$ cat src/rtl/host_from_breakout.sv
// Host-side deserializer for the breakout serial link: recovers frame alignment
// from the frame-clock lane and presents port/button/power words with a valid strobe.
module host_from_breakout #(
    parameter logic [9:0] SYNC_PATTERN  = 10'b1111100000,
    parameter int         LOCK_FRAMES   = 4,
    parameter int         UNLOCK_FRAMES = 3
) (
    input  logic        i_clk,
    input  logic        i_rst_n,
    input  logic        i_clk_s,
    input  logic        i_d0_s,
    input  logic        i_d1_s,
    output logic [7:0]  o_port,
    output logic [5:0]  o_button,
    output logic [3:0]  o_link_pow,
    output logic        o_valid,
    output logic        o_locked,
    output logic [15:0] o_err_count
);

    localparam logic [3:0] LOCK_N   = 4'(LOCK_FRAMES);
    localparam logic [3:0] UNLOCK_N = 4'(UNLOCK_FRAMES);

    typedef enum logic [1:0] {
        HUNT,
        VERIFY,
        LOCKED
    } state_t;

    state_t     state;
    logic [9:0] hist_clk;
    logic [9:0] hist_d0;
    logic [9:0] hist_d1;
    logic [3:0] slot_cnt;
    logic [3:0] good_cnt;
    logic [3:0] miss_cnt;

    logic [9:0] word_clk;
    logic [9:0] word_d0;
    logic [9:0] word_d1;
    logic       good_frame;
    logic       wrap;

    // Oldest slot (s0) sits at bit 9; slots carry word bits in pairs swapped order.
    function automatic logic [9:0] to_word(input logic [9:0] h);
        return {h[8], h[9], h[6], h[7], h[4], h[5], h[2], h[3], h[0], h[1]};
    endfunction

    assign word_clk   = to_word(hist_clk);
    assign word_d0    = to_word(hist_d0);
    assign word_d1    = to_word(hist_d1);
    assign good_frame = (word_clk == SYNC_PATTERN) && (word_d0[9:8] == 2'b00);
    assign wrap       = (slot_cnt == 4'd9);

    always_ff @(posedge i_clk or negedge i_rst_n) begin
        if (!i_rst_n) begin
            hist_clk <= '0;
            hist_d0  <= '0;
            hist_d1  <= '0;
        end else begin
            hist_clk <= {hist_clk[8:0], i_clk_s};
            hist_d0  <= {hist_d0[8:0], i_d0_s};
            hist_d1  <= {hist_d1[8:0], i_d1_s};
        end
    end

    always_ff @(posedge i_clk or negedge i_rst_n) begin
        if (!i_rst_n) begin
            state       <= HUNT;
            slot_cnt    <= '0;
            good_cnt    <= '0;
            miss_cnt    <= '0;
            o_port      <= '0;
            o_button    <= '0;
            o_link_pow  <= '0;
            o_valid     <= 1'b0;
            o_locked    <= 1'b0;
            o_err_count <= '0;
        end else begin
            o_valid  <= 1'b0;
            slot_cnt <= wrap ? 4'd0 : slot_cnt + 4'd1;
            case (state)
                HUNT: begin
                    if (good_frame) begin
                        slot_cnt <= '0;
                        good_cnt <= 4'd1;
                        if (LOCK_N == 4'd1) begin
                            state    <= LOCKED;
                            o_locked <= 1'b1;
                            miss_cnt <= '0;
                        end else begin
                            state <= VERIFY;
                        end
                    end
                end
                VERIFY: begin
                    if (wrap) begin
                        if (good_frame) begin
                            good_cnt <= good_cnt + 4'd1;
                            if (good_cnt + 4'd1 == LOCK_N) begin
                                state    <= LOCKED;
                                o_locked <= 1'b1;
                                miss_cnt <= '0;
                            end
                        end else begin
                            state <= HUNT;
                        end
                    end
                end
                LOCKED: begin
                    if (wrap) begin
                        if (good_frame) begin
                            o_port     <= word_d1[9:2];
                            o_button   <= word_d0[7:2];
                            o_link_pow <= {word_d1[1:0], word_d0[1:0]};
                            o_valid    <= 1'b1;
                            miss_cnt   <= '0;
                        end else begin
                            if (o_err_count != 16'hFFFF) begin
                                o_err_count <= o_err_count + 16'd1;
                            end
                            // Error count and miss count advance together on a bad wrap.
                            if (miss_cnt + 4'd1 == UNLOCK_N) begin
                                state    <= HUNT;
                                o_locked <= 1'b0;
                                miss_cnt <= '0;
                            end else begin
                                miss_cnt <= miss_cnt + 4'd1;
                            end
                        end
                    end
                end
                default: begin
                    state    <= HUNT;
                    o_locked <= 1'b0;
                end
            endcase
        end
    end

endmodule

$ cat config.mk
export PLATFORM = sky130hd
export DESIGN_NAME = host_from_breakout
export DESIGN_NICKNAME = d
export VERILOG_FILES = /design/src/rtl/host_from_breakout.sv
export SDC_FILE = /design/constraint.sdc
export NUM_CORES = 1
export LEC_CHECK = 0
export ABC_AREA = 0
export BUFFER_PORTS_ARGS = -buffer_cell sky130_fd_sc_hd__buf_2
export CORE_UTILIZATION = 36
export CTS_BUF_LIST = sky130_fd_sc_hd__clkbuf_4 sky130_fd_sc_hd__clkbuf_8
export DETAILED_ROUTE_END_ITERATION = 12
export HOLD_SLACK_MARGIN = 0.12
export PLACE_DENSITY = 0.63
export SKIP_LAST_GASP = 1
export SYNTH_ARGS = -nofsm -noshare
export SYNTH_HDL_FRONTEND = slang
export SYNTH_SLANG_ARGS = --single-unit
$ cat constraint.sdc
create_clock -name i_clk -period 2 [get_ports i_clk]
set_clock_uncertainty 0.05 [all_clocks]
set_input_delay 0.5 -clock i_clk [delete_from_list [all_inputs] [get_ports i_clk]]
set_output_delay 0.5 -clock i_clk [all_outputs]
set_load 0.02 [all_outputs]
Word-level counts from Yosys, hierarchy flattened
Index checks and enable logic that the tools add are counted.
Operators by class
  bitwise operators: 2
  reduce and logical (&&, ||, !) cells: 11
  equal/unequal tests: 15
  add/sub/neg operators: 4
  mux-type cells: 32
Operator list (count)
  2-to-1 mux 4 bit: 12
  adder 16 x 1 -> 16 bit (second input constant): 1
  != test 16 bit (second input constant): 1
  case mux 4 bit (2 select lines): 2
  2-to-1 mux 2 bit: 7
  != test 2 bit (second input constant): 7
  adder 4 x 1 -> 4 bit (second input constant): 3
  equality test 10 bit (second input constant): 1
  2-to-1 mux 1 bit: 9
  AND reduction 4 bit: 2
  AND reduction 7 bit: 1
  case mux 2 bit (3 select lines): 1
  AND reduction 6 bit: 1
  AND reduction 5 bit: 1
  equality test 4 x 2 -> 1 bit (second input constant): 1
  equality test 4 x 3 -> 1 bit (second input constant): 1
  equality test 4 bit (second input constant): 1
  logical NOT 2 bit: 2
  nonzero test 2 bit: 2
  != test 3 bit (second input constant): 1
  case mux 1 bit (3 select lines): 1
  AND reduction 3 bit: 1
  equality test 2 x 1 -> 1 bit (second input constant): 1
  equality test 2 bit (second input constant): 1
  2 further kinds: 3
Storage, ports and cells
  output and inout port bits: 36
  bits in registers: 80

Logic depth before layout (Yosys ltp)
  word-level depth: 6
  gate-level depth with buffers: 6
  mapped depth without buffers: 5

Worst setup path before layout
Ideal clock, no wire load.
  path kind: register to register
  start: register o_err_count[0]
  end: register o_err_count[14]
  required time: 1.825 ns
  stages on the path, launching flop included: 6
  data arrival time: 1.703 ns
  library setup time: 0.125 ns
  setup slack: 0.122 ns
  buffers on the path: 0
  period minus slack after synthesis: 1.878 ns
  path through: dfrtp_1 > ha_1 > nand3_1 > or2_2 > nor4_2 > mux2_4
On the way
  word-level cells in the longest chain between the ends: 2
  elaborated cells between the ends (all ways): 3
RTL lines
  start: declaration: RTL line 18  | output logic [15:0] o_err_count
  start signal: assignment: RTL line 120  | o_err_count <= o_err_count + 16'd1;
  branches (longest 2 deep; another with adder 16 x 1 -> 16 bit)
Parallel ways; which one is timed is not known.
A chain may end at the register's enable or synchronous reset.

Worst setup path in the final report
  start: register o_err_count[0]
  end: register o_err_count[12]
The elaborated chain is that of the path after synthesis.

==> flow_metrics.env <==
export IMPL_status="completed"
export IMPL_synth_seq_cells=80
export IMPL_postCtsSetupRepairBufs=0
export IMPL_grt_use_total_pct=14.9
export IMPL_wire_per_inst_um=15.2
export IMPL_leakage_power_uw=0.00207
export IMPL_floorplan_die_area_mm2=0.00980
export IMPL_synthTopCellsByCount="dfrtp_1 (80), nand3_1 (15), xor2_1 (13), nand2_1 (12)"
export IMPL_seq_area_frac_synth_pct=59.1
export IMPL_numCtsBuffers=9
export IMPL_num_io_pins=41
export IMPL_antenna_violating_nets_post_route=0
export IMPL_numPlacedInstances=420
export IMPL_rows=35
export IMPL_post_drt_via_cell_ratio=5.19
export IMPL_timing_setup_tns_ns=0
export IMPL_num_nets_final=330
export IMPL_vias=2268
export IMPL_ff_latch_area_mm2=0.00200
export IMPL_finish_cell_count_without_fillers=437
export IMPL_tritoncts_clock_tree="built"
export IMPL_timing_hold_violations_final=0
export IMPL_min_path_type="in -> reg"
export IMPL_setup_violations_final=0
export IMPL_final_period_utilization_pct=94.8
export IMPL_yosys_cell_count_top_type="dfrtp_1"
export IMPL_number_of_synthesized_flops_with_an_enable_pin=0
export IMPL_global_route_overflow_total=0
export IMPL_grt_max_degree=36
export IMPL_async_flop_share_pct=100
export IMPL_clock_sinks=80
export IMPL_post_dp_cell_area_mm2=0.00385
export IMPL_syn_num_nets=263
export IMPL_detail_route_iter0_violations=126
export IMPL_synth_flop_cell="dfrtp_1"
export IMPL_worst_ir_drop_vdd_uv=488
export IMPL_utilization_pct=44.6
export IMPL_critPathMaxStageDelay_ns=0.40
export IMPL_post_synth_instance_area_mm2=0.00339
export IMPL_fraction_of_layout_cells_with_a_size_suffix_above_1_pct=35.0
export IMPL_critical_path_top_delay_family="simple AND/OR/NAND/NOR gates"
export IMPL_synth_top_cells_by_area="dfrtp_1 (59%), xor2_1 (3.4%), mux2_1 (3.3%)"
export IMPL_critPathRequiredTime_ns=2.20
export IMPL_powerDensity_mw_per_mm2=783
export IMPL_cpMaxStageDelayCell="dfrtp_1"
export IMPL_yosysTopAreaCellShare_pct=59.1
export IMPL_start_kind="register"
export IMPL_critPathBufInv=0
export IMPL_crit_path_max_fanout=4
export IMPL_global_route_wire_length_before_repair_mm=11.3
export IMPL_achievable_frequency_mhz=527
export IMPL_gpl_final_weighted_congestion=0.810
export IMPL_quantity_of_i_o_buffers_inserted_on_ports=40
export IMPL_n_antenna_cell=0
export IMPL_cts_htree_levels=3
export IMPL_rsz0062_at_grt="yes"
export IMPL_core_area_mm2=0.00920
export IMPL_initial_core_util_pct=36.8
export IMPL_critical_path_cell_chain="ha_2, nand3_1, or2_4, nor4_2, mux2_2"
export IMPL_final_max_slew_viol_count=0
export IMPL_post_route_drc_count=0
export IMPL_filler_cell_count=866
export IMPL_die_height_um=99.0
export IMPL_final_period_minus_worst_setup_slack_ns=1.90
export IMPL_maximum_count_of_clock_buffers_along_a_single_path=2
export IMPL_clock_latency_ns=0.35
export IMPL_areaGrowthSynthToFinish_pct=21.2
export IMPL_detailed_place_hpwl_mm=4.51
export IMPL_root_buf_cell="clkbuf_8"
export IMPL_endpoint_kind="register"
export IMPL_multiInputGateArea_mm2=0.00134
export IMPL_drt_wl_total_mm=6.65
export IMPL_drt_pass1_iterations=4
export IMPL_synth_lib_cells_used_distinct=51
export IMPL_cts_clk_slew_worst_paths_ns=0.09
export IMPL_critical_path_arrival_ns=2.09
export IMPL_max_slew_worst_pin_slew_ns=0.384
export IMPL_antenna_violations_before_repair=0
export IMPL_synth_area_per_cell_um2=13.3
export IMPL_timing_max_slew_rel_slack_pct=74.3
export IMPL_synthesis_instances=254
export IMPL_post_route_cell_area_mm2=0.00411
export IMPL_ys_warnings_count=0
export IMPL_critPathKind="reg -> reg"
export IMPL_chipWidth_um=99.0
export IMPL_vias_in_the_first_global_route=2325
export IMPL_reported_max_cap_violation_count=0
export IMPL_post_layout_total_power_uw=3210
export IMPL_yosysTopAreaCell="dfrtp_1"
layer usage:
layer | vias up | part of all wire (%) | GRT usage (%)
li1 | 1073 | - | -
met1 | 1115 | 46 | 20.2
met2 | 69 | 45 | 21.8
met3 | 11 | 6.7 | 5.25
met4 | 0 | 1.6 | 5.86
met5 | - | 0 | 0
repair_timing:
action                     in CTS  in global routing
setup endpoints to repair       1                 16
hold buffers                    1                  0
resized for setup               1                  7
cloned                          0                  0
pin swaps                       0                  1
hold endpoints to repair       22                  0
path summary, 6_finish.rpt:
| path | startpoint | to | slack, ns | cells past startpoint |
|---|---|---|---|---|
| hold / removal | i_d0_s | hist_d0[0] | 0.19 | 1 |
| setup / recovery | o_err_count[0] | o_err_count[12] | 0.10 | 5 |
| max in group asynchronous | i_rst_n | o_err_count[1] | 0.82 | 3 |
| hold reg to reg | hist_d0[6] | hist_d0[7] | 0.33 | 0 |
| min in group asynchronous | i_rst_n | slot_cnt[2] | 0.53 | 2 |
| setup reg to reg | o_err_count[0] | o_err_count[12] | 0.10 | 5 |
kinds of logic (layout without fill, tap and decap cells):
family	after synthesis	after routing	synth area share [%]
AOI/OAI and AO/OA	27	27	6.02
xor gates and xnor gates	14	14	3.62
adders and majority gates	4	4	1.48
buffers and inverters	14	86	2.70
DFF	80	80	59.1
muxes	23	23	7.68
and+or+nand+nor	92	92	19.4
stage by stage:
| step | worst slack, ns | hold WS, ns |
|---|---|---|
| 2_1_floorplan | 0.122 | 0.154 |
| 3_3_place_gp | 0.0842 | 0.303 |
| 3_5_place_dp | 0.0333 | 0.309 |
| 4_1_cts | 0.0515 | 0.175 |
| 5_1_grt | -0.0106 | 0.166 |
| 6_report | 0.104 | 0.194 |
flip-flops by register name, summed over array words and instances, names as in the netlist:
signal,flops
hist_d1,10
hist_clk,10
state,2
o_err_count,16
o_locked,1
o_port,8
good_cnt,4
o_valid,1
slot_cnt,4
o_button,6
hist_d0,10
miss_cnt,4
o_link_pow,4
layout make-up:
class                      instances  share of cell area, %
clock buffer                       9                   3.02
sequential                        80                   48.8
timing repair buffer              65                   9.88
tap                              111                   3.38
clock inverter                     7                   1.95
multi-input combinational        160                   32.6
inverter                           5                  0.457
worst reg2reg max path, stage by stage, from the launching register on:
cell     delay [ns]
dfrtp_1        0.40
ha_2           0.24
nand3_1        0.17
or2_4          0.32
nor4_2         0.24
mux2_2         0.38
layout by cell type (no fill, tap or decap), types with 2 or more instances in the layout:
cell type	instances
mux2_1	10
nand4bb_1	2
a22o_1	3
nor2_1	9
nor4_1	5
nand3_1	15
mux2_2	10
o211ai_1	3
inv_1	5
ha_1	3
nor4_2	6
and3_1	4
dfrtp_1	80
mux2i_1	2
xor2_1	13
buf_2	39
and4_1	2
nand2b_1	4
a21o_1	2
clkbuf_8	9
nor4_4	2
nand2_1	12
nor4b_4	2
nor4b_2	2
a2111o_1	2
clkinv_4	2
o21ai_0	7
nand4_1	10
nor3_1	3
a22oi_1	3
nor4b_1	2
buf_4	24
report_power, final:
part           total, uW  internal, uW  switching, uW
registers           1730          1680           46.7
clock network       1220           591            627
logic                268           121            147
No activity file was read; power rests on OpenSTA's default activity.
